### src/rtl/seg8_pkg.sv
// Shared types and constants for the 8-digit multiplexed 7-segment scan controller.
package seg8_pkg;

    localparam int SEG8_DIGITS     = 8;
    localparam int SEG8_PWM_BITS   = 4;
    localparam int SEG8_DIGIT_BITS = $clog2(SEG8_DIGITS);

    typedef enum logic [1:0] {
        ST_IDLE,
        ST_BLANK,
        ST_ON
    } seg8_state_t;

    function automatic logic [SEG8_DIGITS-1:0] seg8_onehot(input logic [SEG8_DIGIT_BITS-1:0] idx);
        logic [SEG8_DIGITS-1:0] strobe;
        strobe      = '0;
        strobe[idx] = 1'b1;
        return strobe;
    endfunction

endpackage

### src/rtl/seg8_src_arb.sv
// Two-port display-word arbiter with a single pending entry; debug port b wins over CPU port a.
module seg8_src_arb
    import seg8_pkg::*;
(
    input  logic        CLK,
    input  logic        RST,
    input  logic        a_valid,
    input  logic [31:0] a_data,
    output logic        a_ready,
    input  logic        b_valid,
    input  logic [31:0] b_data,
    output logic        b_ready,
    input  logic        take,
    output logic        pend_full,
    output logic [31:0] pend_data
);

    assign b_ready = !RST && !pend_full;
    assign a_ready = !RST && !pend_full && !b_valid;

    // take only fires while full and accepts only while empty, so they never collide
    always_ff @(posedge CLK) begin
        if (RST) begin
            pend_full <= 1'b0;
            pend_data <= '0;
        end else if (take) begin
            pend_full <= 1'b0;
        end else if (b_valid && b_ready) begin
            pend_full <= 1'b1;
            pend_data <= b_data;
        end else if (a_valid && a_ready) begin
            pend_full <= 1'b1;
            pend_data <= a_data;
        end
    end

endmodule

### src/rtl/seg8_scan_ctrl.sv
// Digit scan sequencer: frame-aligned word update, dead-time blanking and PWM brightness
// for the 8-digit display; outputs are registered from the next-state values.
module seg8_scan_ctrl
    import seg8_pkg::*;
#(
    parameter int PRESCALE = 1000,
    parameter int DEAD     = 8
) (
    input  logic                     CLK,
    input  logic                     RST,
    input  logic                     en,
    input  logic [SEG8_PWM_BITS-1:0] bright,
    input  logic                     a_valid,
    input  logic [31:0]              a_data,
    output logic                     a_ready,
    input  logic                     b_valid,
    input  logic [31:0]              b_data,
    output logic                     b_ready,
    output logic [SEG8_DIGITS-1:0]   LS_NFET,
    output logic [3:0]               tetrade,
    output logic                     dec_oe,
    output logic                     frame_done
);

    localparam int CW = $clog2(PRESCALE);
    localparam int DW = SEG8_DIGIT_BITS;
    localparam logic [CW-1:0] DEAD_C = CW'(DEAD);
    localparam logic [CW-1:0] LAST_C = CW'(PRESCALE - 1);

    seg8_state_t              state, state_nx;
    logic [CW-1:0]            slot_cnt, slot_nx;
    logic [DW-1:0]            digit, digit_nx;
    logic [31:0]              shown, shown_nx;
    logic                     boundary, take, frame_end, lit_nx;
    logic                     pend_full;
    logic [31:0]              pend_data;
    logic [SEG8_PWM_BITS-1:0] pwm_pos;

    seg8_src_arb u_arb (
        .CLK       (CLK),
        .RST       (RST),
        .a_valid   (a_valid),
        .a_data    (a_data),
        .a_ready   (a_ready),
        .b_valid   (b_valid),
        .b_data    (b_data),
        .b_ready   (b_ready),
        .take      (take),
        .pend_full (pend_full),
        .pend_data (pend_data)
    );

    // Leaving IDLE counts as the first frame boundary so a queued word shows immediately
    assign boundary = en && ((state == ST_IDLE) ||
                             (state == ST_BLANK && slot_cnt == '0 && digit == '0));
    assign take     = boundary && pend_full;
    assign shown_nx = take ? pend_data : shown;

    always_comb begin
        state_nx  = state;
        slot_nx   = slot_cnt;
        digit_nx  = digit;
        frame_end = 1'b0;
        if (!en) begin
            state_nx = ST_IDLE;
            slot_nx  = '0;
            digit_nx = '0;
        end else begin
            case (state)
                ST_IDLE: begin
                    state_nx = ST_BLANK;
                    slot_nx  = '0;
                    digit_nx = '0;
                end
                ST_BLANK: begin
                    slot_nx = slot_cnt + CW'(1);
                    if (slot_nx == DEAD_C) state_nx = ST_ON;
                end
                ST_ON: begin
                    if (slot_cnt == LAST_C) begin
                        state_nx  = ST_BLANK;
                        slot_nx   = '0;
                        digit_nx  = digit + DW'(1);
                        frame_end = (digit == DW'(SEG8_DIGITS - 1));
                    end else begin
                        slot_nx = slot_cnt + CW'(1);
                    end
                end
                default: begin
                    state_nx = ST_IDLE;
                    slot_nx  = '0;
                    digit_nx = '0;
                end
            endcase
        end
    end

    assign pwm_pos = SEG8_PWM_BITS'(slot_nx - DEAD_C);
    assign lit_nx  = (state_nx == ST_ON) && (pwm_pos < bright);

    always_ff @(posedge CLK) begin
        if (RST) begin
            state      <= ST_IDLE;
            slot_cnt   <= '0;
            digit      <= '0;
            shown      <= '0;
            LS_NFET    <= '0;
            tetrade    <= '0;
            dec_oe     <= 1'b0;
            frame_done <= 1'b0;
        end else begin
            state      <= state_nx;
            slot_cnt   <= slot_nx;
            digit      <= digit_nx;
            shown      <= shown_nx;
            LS_NFET    <= lit_nx ? seg8_onehot(digit_nx) : '0;
            tetrade    <= shown_nx[{digit_nx, 2'b00} +: 4];
            dec_oe     <= lit_nx;
            frame_done <= frame_end;
        end
    end

endmodule

### config.mk
export PLATFORM = sky130hd
export DESIGN_NAME = seg8_scan_ctrl
export DESIGN_NICKNAME = d
export VERILOG_FILES = /design/src/rtl/seg8_pkg.sv /design/src/rtl/seg8_src_arb.sv /design/src/rtl/seg8_scan_ctrl.sv
export SDC_FILE = /design/constraint.sdc
export NUM_CORES = 1
export LEC_CHECK = 0
export ABC_AREA = 1
export BUFFER_PORTS_ARGS = -buffer_cell sky130_fd_sc_hd__clkbuf_2
export CAP_MARGIN = 20
export CORE_MARGIN = 10
export CORE_UTILIZATION = 40
export DETAILED_ROUTE_END_ITERATION = 10
export PLACE_DENSITY = 0.59
export SETUP_SLACK_MARGIN = 0.15
export SLEW_MARGIN = 20
export SYNTH_ARGS = -nofsm -noshare
export SYNTH_HDL_FRONTEND = slang
export SYNTH_SLANG_ARGS = --single-unit
export TNS_END_PERCENT = 100
### constraint.sdc
create_clock -name CLK -period 2.9 [get_ports CLK]
set_clock_uncertainty 0.2 [all_clocks]
set_input_delay 0.145 -clock CLK [delete_from_list [all_inputs] [get_ports CLK]]
set_output_delay 0.145 -clock CLK [all_outputs]
set_load 0.005 [all_outputs]
After elaboration in Yosys (flattened, before gate mapping). Index checks and enable logic that the tools add are counted.

Input bits: 73. Bits in registers: 94. Word-level logic and storage cells: 67.

Equal/unequal tests: 6. Add/sub/neg operators: 3. Multiplexer cells: 17. Reduce and logical (&&, ||, !) cells: 22. Shift operators: 1. Bitwise logic cells: 5. Order comparisons: 3.

Operators by type and width (count): 32-bit two-way mux (3); 32-bit by 6-bit indexed part select with 4-bit output (1); 10-bit two-way mux (2); 10-bit one-hot mux with 2 select lines (1); 10-bit by 1-bit adder with 10-bit output, second input constant (1); 10-bit == test, second input constant (1); 10-bit by 4-bit == test with 1-bit output, second input constant (1); 1-bit logical AND (10); 10-bit zero test (1); 2-bit two-way mux (3); 3-bit two-way mux (2); 2-bit one-hot mux with 3 select lines (1); 3-bit one-hot mux with 2 select lines (1); 1-bit NOT (5); 2-bit == test, second input constant (2); 3-bit by 4-bit < comparator with 1-bit output, second input constant (1); 4-bit < comparator (1); 2-bit OR reduction (2); 4-bit OR reduction (1); 4-bit subtractor, second input constant (1); 3-bit by 1-bit adder with 3-bit output, second input constant (1); 1-bit demux with 3-bit select (1); 3-bit == test, second input constant (1); 3-bit by 1-bit >= comparator with 1-bit output, second input constant (1); other kinds (8) (12).

Logic depth before layout (Yosys ltp).
Depth after elaboration: 9. Depth in mapped cells: 16.

Cells and area by module. From an unflattened synthesis, not the netlist that was laid out.

Cells, all modules: 747. Area, all modules: 4969.8 sq um.

By module, submodules not included: seg8_scan_ctrl (cells an instance 459, times used 1, area an instance 3170.5 sq um); seg8_src_arb (cells an instance 288, times used 1, area an instance 1799.2 sq um).

Worst setup path before layout. OpenSTA, ideal clock, no wires.

Kind: register to register. Start point: reg slot_cnt[0]. End point: reg LS_NFET[0]. Clock period less this slack: 2301 ps. Arrival: 2036 ps. Library setup time: 65 ps. Buffers on the path: 0. Setup slack: 599 ps. Cell stages (with the launch flop): 16. Cells stage by stage: dfxtp_1 -> ha_1 -> nand2_4 -> nor2_8 -> nand3_1 -> nand2_2 -> nand2_4 -> nand2_2 -> inv_1 -> nand2_1 -> ha_1 -> a21oi_1 -> nand3_1 -> nor2_1 -> nand2_2 -> nor2_1.

Word-level cells in the longest chain between the ends: 9. Elaborated cells on any way between the ends: 24. Those cells by class: 2 x add/sub; 3 x order compare; 3 x eq/ne; 12 x mux; 1 x bitwise; 3 x reduce/logical.

Ends and longest elaborated chain: start, declared (RTL line seg8_scan_ctrl.sv:31) `logic [CW-1:0] slot_cnt, slot_nx;`; start signal, assigned (RTL line seg8_scan_ctrl.sv:113) `slot_cnt <= slot_nx;`; 10-bit by 1-bit adder with 10-bit output / 10-bit == test (equally long branches) (RTL line seg8_scan_ctrl.sv:76, seg8_scan_ctrl.sv:86, seg8_scan_ctrl.sv:80); 10-bit two-way mux / 10-bit by 4-bit == test with 1-bit output (equally long branches) (RTL line seg8_scan_ctrl.sv:80, seg8_scan_ctrl.sv:77); 10-bit one-hot mux with 2 select lines / 2-bit two-way mux (equally long branches) (RTL line seg8_scan_ctrl.sv:69, seg8_scan_ctrl.sv:77); 10-bit two-way mux / 2-bit one-hot mux with 3 select lines (equally long branches) (RTL line seg8_scan_ctrl.sv:64, seg8_scan_ctrl.sv:69); 4-bit subtractor / 2-bit two-way mux (equally long branches) (RTL line seg8_scan_ctrl.sv:98, seg8_scan_ctrl.sv:64); 4-bit < comparator / 2-bit == test (equally long branches) (RTL line seg8_scan_ctrl.sv:99) `assign lit_nx = (state_nx == ST_ON) && (pwm_pos < bright);`; 1-bit logical AND (RTL line seg8_scan_ctrl.sv:99); 1-bit NOT (no source line); 2-bit OR reduction (no source line); end signal, assigned (RTL line seg8_scan_ctrl.sv:116) `LS_NFET <= lit_nx ? seg8_onehot(digit_nx) : '0;`; end, declared (RTL line seg8_scan_ctrl.sv:19) `output logic [SEG8_DIGITS-1:0] LS_NFET,`.

Several ways; a longest one is shown, not always the timed one. A chain may end at the register's enable or synchronous reset.

Final worst setup path.
Start point: reg u_arb.pend_full. End point: reg u_arb.pend_data[0].

Word-level cells in the longest chain between the ends: 6. Elaborated cells on any way between the ends: 10. Those cells by class: 1 x mux; 1 x bitwise; 8 x reduce/logical.

Ends and longest elaborated chain: start, declared (RTL line seg8_src_arb.sv:14) `output logic pend_full,`; start signal, assigned (RTL line seg8_src_arb.sv:24) `pend_full <= 1'b0;`; start signal, assigned (RTL line seg8_src_arb.sv:27) `pend_full <= 1'b0;`; start signal, assigned (RTL line seg8_src_arb.sv:29) `pend_full <= 1'b1;`; 1-bit zero test (RTL line seg8_src_arb.sv:18, seg8_src_arb.sv:19); 1-bit logical AND (RTL line seg8_src_arb.sv:18, seg8_src_arb.sv:19); 1-bit logical AND (RTL line seg8_src_arb.sv:19) `assign a_ready = !RST && !pend_full && !b_valid;`; 1-bit logical AND (RTL line seg8_src_arb.sv:31) `end else if (a_valid && a_ready) begin`; 2-bit nonzero test (no source line); 2-bit AND reduction (no source line); end signal, assigned (RTL line seg8_src_arb.sv:30) `pend_data <= b_data;`; end signal, assigned (RTL line seg8_src_arb.sv:33) `pend_data <= a_data;`; end, declared (RTL line seg8_src_arb.sv:15) `output logic [31:0] pend_data`.

Several ways; a longest one is shown, not always the timed one.

==> results by stage <==
Status:
- The run finished with clean final reports.

Die:
- During I/O placement, the number of pins put on the boundary was 89.
- The y dimension of the die is 129.3 um.
- The floorplan die width is 129.3 um.
- The number of cell rows is 39.
- Once the floorplan was initialized, standard cells occupied 41.31% of the core.
- The total area inside the core boundary comes to 0.01156 mm^2.
- The die covers 0.01671 mm^2.

Clock network:
- The number of clock buffers inserted by TritonCTS is 9.
- No sink is reached through more buffers than the 2 on the longest clock path.
- The number of setup buffers added after CTS is 0.
- The clock latency on the worst-skew pair is 330 ps.
- The clock drives 94 sinks.
- The cell sitting at the root of the clock tree is a sky130_fd_sc_hd__clkbuf_16.
- The clock-pin slew on the worst setup and hold paths is 70 ps.
- The number of H-tree levels is 3.
- The clock tree from TritonCTS is yes.

Job:
- Across the run, the number of max-cap violations was 0.

GRT:
- The initial antenna violation count is 0.
- The number of global-route vias before repair is 4,533.
- Entering global routing, the biggest net connects 72 pins.
- Across every metal layer, demand over resource in global routing totals 15.16%.
- After global routing the overflow that remains totals 0.
- The first global-routing pass estimated 21,130 um of wire.

Critical path:
- The critical-path maximum fanout is 32.
- The worst register-to-register path begins at u_arb.pend_full.
- The beginning of the critical path is u_arb.pend_full.
- The worst setup path is captured at a flop.
- The required time of the worst setup path is 2930 ps.
- Data arrives at the worst endpoint at 2480 ps.
- The worst register-to-register path has a depth of 7.
- The critical path contains buffers and inverters numbering 3 combined.
- The type of the worst setup path is flop to flop.
- The element type at the critical path start is a flop.
- Among all stages on the critical path, the largest delay is contributed by sky130_fd_sc_hd__dlygate4sd3_1.
- The signal on the critical path passes through nor2_1 -> nand2_1 -> buf_4 -> mux2_2 -> dlygate4sd3_1 -> o21ai_0 -> inv_1.
- Counting buffers and inverters, the worst setup path is 7 cells deep.
- The critical path's largest stage delay is 550 ps.
- In this design, the largest share of critical-path delay is due to buffers and inverters.

STA:
- Setup total negative slack on the finished layout was measured at 0 ps.
- The shortest clock period the worst path allows after layout is 2448 ps.
- Setup repair after global routing left no endpoint under its margin.
- The maximum clock frequency is 408.4 MHz.
- Across all setup checks in the final design, the least slack found is 451.7 ps.
- The final-report hold violation count is 0.
- The worst pin sits at a relative slew slack of 49.73%.
- The final max-slew violation count is 0.
- Setup violations remaining at the end of the flow were counted as 0.
- After layout, the worst path uses 84.43% of the clock period.
- At the pin with the least slew margin, the transition time is 754.1 ps.

Synthesis:
- Among all flip-flop cells after synthesis, the most frequent one is sky130_fd_sc_hd__dfxtp_1.
- The instance count of the mapped netlist is 672.
- Counting flops with a built-in enable in the synthesized netlist gives 0.
- In this run the cell area of the synthesized design comes to 0.004777 mm^2.
- By area the synthesized netlist is led by sky130_fd_sc_hd__dfxtp_1, sky130_fd_sc_hd__nand2_1, sky130_fd_sc_hd__inv_1.
- The share of async-settable or async-resettable flops after synthesis is 0%.
- Summed over all instances, the cell type with the most area after synthesis is sky130_fd_sc_hd__dfxtp_1.
- During synthesis, Yosys emitted a total of 0 warnings.
- Synthesis produced a netlist with a net count of 757.
- Counting flops and latches in the post-synthesis netlist gives 94.
- Averaged over all synthesized cells, the footprint is 7.109 um^2.
- The synthesized netlist contains 34 unique library cells.
- The area fraction of the dominant cell type after synthesis is 39.39%.
- Of the synthesized area, sequential elements account for 39.39%.

Finish:
- The number of nets in the finished design is 901.
- The layout overhead on the synthesized area is 31.67%.
- The number of antenna diodes is 0.
- The layout filler cell count is 1,137.
- The fraction of layout cells with a size suffix above 1 is 20.71%.

Placement:
- In this run the tool buffered the top-level ports with 88 buffer cells.
- The final weighted congestion in routability-driven placement is 0.8818.
- Timing analysis after detailed placement gives a worst setup slack of 333.6 ps.
- Once detailed placement completed, the half-perimeter wirelength came to 8857 um.

Detailed routing:
- The total via count in the routed design is 4,565.
- The first routing iteration left 230 violations.
- In the routed design, unresolved DRC markers number 0.
- The number of iterations in the first detailed-routing pass is 4.
- The number of nets with antenna violations after routing is 0.
- The wire length after detailed routing is 12,390 um.
- The post-detailed-route wirelength per cell is 12.85 um.
- Dividing the detail-routed via count by the number of cells gives 4.735.

Power and ir drop:
- The analysis attributes to cell leakage a power of 3.141 nW.
- VDD sags by at most 0.2488 mV.
- The ratio of total power to cell area is 463.5 mW/mm^2.

Worst hold path:
- The hold-critical path depth is 4.
- The class of the worst hold path is input port to flop.
- The start point of the worst min-delay path is RST.
cell usage after synthesis (2+ instances only):
| library cell | count |
|---|---|
| sky130_fd_sc_hd__nor2_1 | 70 |
| sky130_fd_sc_hd__nand2_1 | 146 |
| sky130_fd_sc_hd__and3_1 | 2 |
| sky130_fd_sc_hd__nand3_2 | 2 |
| sky130_fd_sc_hd__inv_1 | 97 |
| sky130_fd_sc_hd__buf_6 | 2 |
| sky130_fd_sc_hd__nand2_4 | 2 |
| sky130_fd_sc_hd__a21oi_1 | 65 |
| sky130_fd_sc_hd__buf_4 | 3 |
| sky130_fd_sc_hd__a22oi_1 | 2 |
| sky130_fd_sc_hd__o21ai_0 | 36 |
| sky130_fd_sc_hd__dfxtp_1 | 94 |
| sky130_fd_sc_hd__inv_2 | 6 |
| sky130_fd_sc_hd__nand3_1 | 46 |
| sky130_fd_sc_hd__mux2_2 | 32 |
| sky130_fd_sc_hd__clkbuf_1 | 14 |
| sky130_fd_sc_hd__buf_2 | 9 |
| sky130_fd_sc_hd__o21ai_1 | 5 |
| sky130_fd_sc_hd__nor2_4 | 2 |
| sky130_fd_sc_hd__nand2_2 | 5 |
| sky130_fd_sc_hd__ha_1 | 12 |
| sky130_fd_sc_hd__a21oi_2 | 2 |
| sky130_fd_sc_hd__nor2_2 | 2 |
| sky130_fd_sc_hd__nand4_1 | 3 |
| sky130_fd_sc_hd__nor3_1 | 3 |
| sky130_fd_sc_hd__clkinv_1 | 2 |
where the power goes:
group | total, mW | switching [mW] | internal, mW
Clock | 1.16 | 0.493 | 0.667
Sequential | 1.37 | 0.0213 | 1.34
Combinational | 0.389 | 0.183 | 0.206
sequential cells by signal, summed over array words and instances, names as in the netlist:
register         cells
state                2
dec_oe               1
digit                3
u_arb.pend_full      1
slot_cnt            10
frame_done           1
LS_NFET              8
shown               32
u_arb.pend_data     32
tetrade              4
cells in the final DEF, fill, tap and decap left out, types with 3 or more instances in the layout:
cell,synthesis,layout
sky130_fd_sc_hd__nand2_2,5,5
sky130_fd_sc_hd__o21ai_0,36,36
sky130_fd_sc_hd__mux2_2,32,32
sky130_fd_sc_hd__clkbuf_16,0,9
sky130_fd_sc_hd__inv_1,97,97
sky130_fd_sc_hd__o21ai_1,5,4
sky130_fd_sc_hd__nor2_1,70,70
sky130_fd_sc_hd__clkinv_2,0,3
sky130_fd_sc_hd__a21oi_1,65,65
sky130_fd_sc_hd__buf_4,3,7
sky130_fd_sc_hd__clkbuf_2,0,88
sky130_fd_sc_hd__ha_1,12,11
sky130_fd_sc_hd__nor3_1,3,3
sky130_fd_sc_hd__dfxtp_1,94,92
sky130_fd_sc_hd__inv_2,6,6
sky130_fd_sc_hd__nand4_1,3,3
sky130_fd_sc_hd__nand2_1,146,146
sky130_fd_sc_hd__nand3_1,46,46
sky130_fd_sc_hd__dlygate4sd3_1,0,67
logic make-up (layout without fill, tap and decap cells):
logic type	Yosys count	after routing	share of synthesized area (%)
adder cells (fa/ha/maj)	12	12	3.143
flip-flops	94	94	39.39
XOR/XNOR	2	2	0.3668
multiplexers	32	32	7.543
AND/OR/NAND/NOR	285	285	25.90
buffers and inverters	134	283	11.31
AO/OA/AOI/OAI	113	113	12.34
routing by layer:
| metal | track usage, % | share of wire [%] | wire length, um |
|---|---|---|---|
| met1 | 19.34 | 47 | 5817 |
| met2 | 24.97 | 47 | 5857 |
| met3 | 3.670 | 5.2 | 643 |
| met4 | 4.214 | 0.58 | 72 |
| met5 | 0 | 0 | 0 |
tightest hold or removal path, delay by kind of cell:
family,cells,cell delay (ps)
buf+inv,2,300
simple gates,2,170
stage by stage:
stage / total power, mW / utilization [%] / instances / hold slack (ps) / area [um^2]
6_report: 2.915 / 54.39 / 964 / 126.5 / 6290
4_1_cts: 2.941 / 54.26 / 964 / 105.8 / 6275
5_1_grt: 3.061 / 54.39 / 964 / 123.4 / 6290
2_1_floorplan: 1.594 / - / 672 / 89.97 / 4777
3_5_place_dp: 1.696 / 45.95 / 881 / 239.7 / 5314
3_3_place_gp: 1.690 / 45.95 / 881 / 238.8 / 5314
cell type report:
type | count | area (um^2) | area share (%)
flip-flops and latches | 94 | 1884 | 29.96
well taps | 143 | 178.9 | 2.845
multi-input cells | 444 | 2379 | 37.82
inverters | 105 | 394.1 | 6.266
clock buffers | 10 | 229.0 | 3.640
clock inverters | 6 | 61.31 | 0.9747
repair buffers | 162 | 1164 | 18.50
repair_timing:
item | in CTS | in global routing
hold endpoints to repair | 34 | 0
setup endpoints to repair | 0 | 11
gates resized for setup | 0 | 4
hold buffers | 67 | 0
worst paths after layout:
| kind | end | slack, ps |
|---|---|---|
| hold reg to reg | shown[30] | 270 |
| hold / removal | tetrade[0] | 130 |
| setup reg to reg | u_arb.pend_data[0] | 450 |
| setup / recovery | u_arb.pend_data[0] | 450 |
Power figures use the tool's default switching activity.
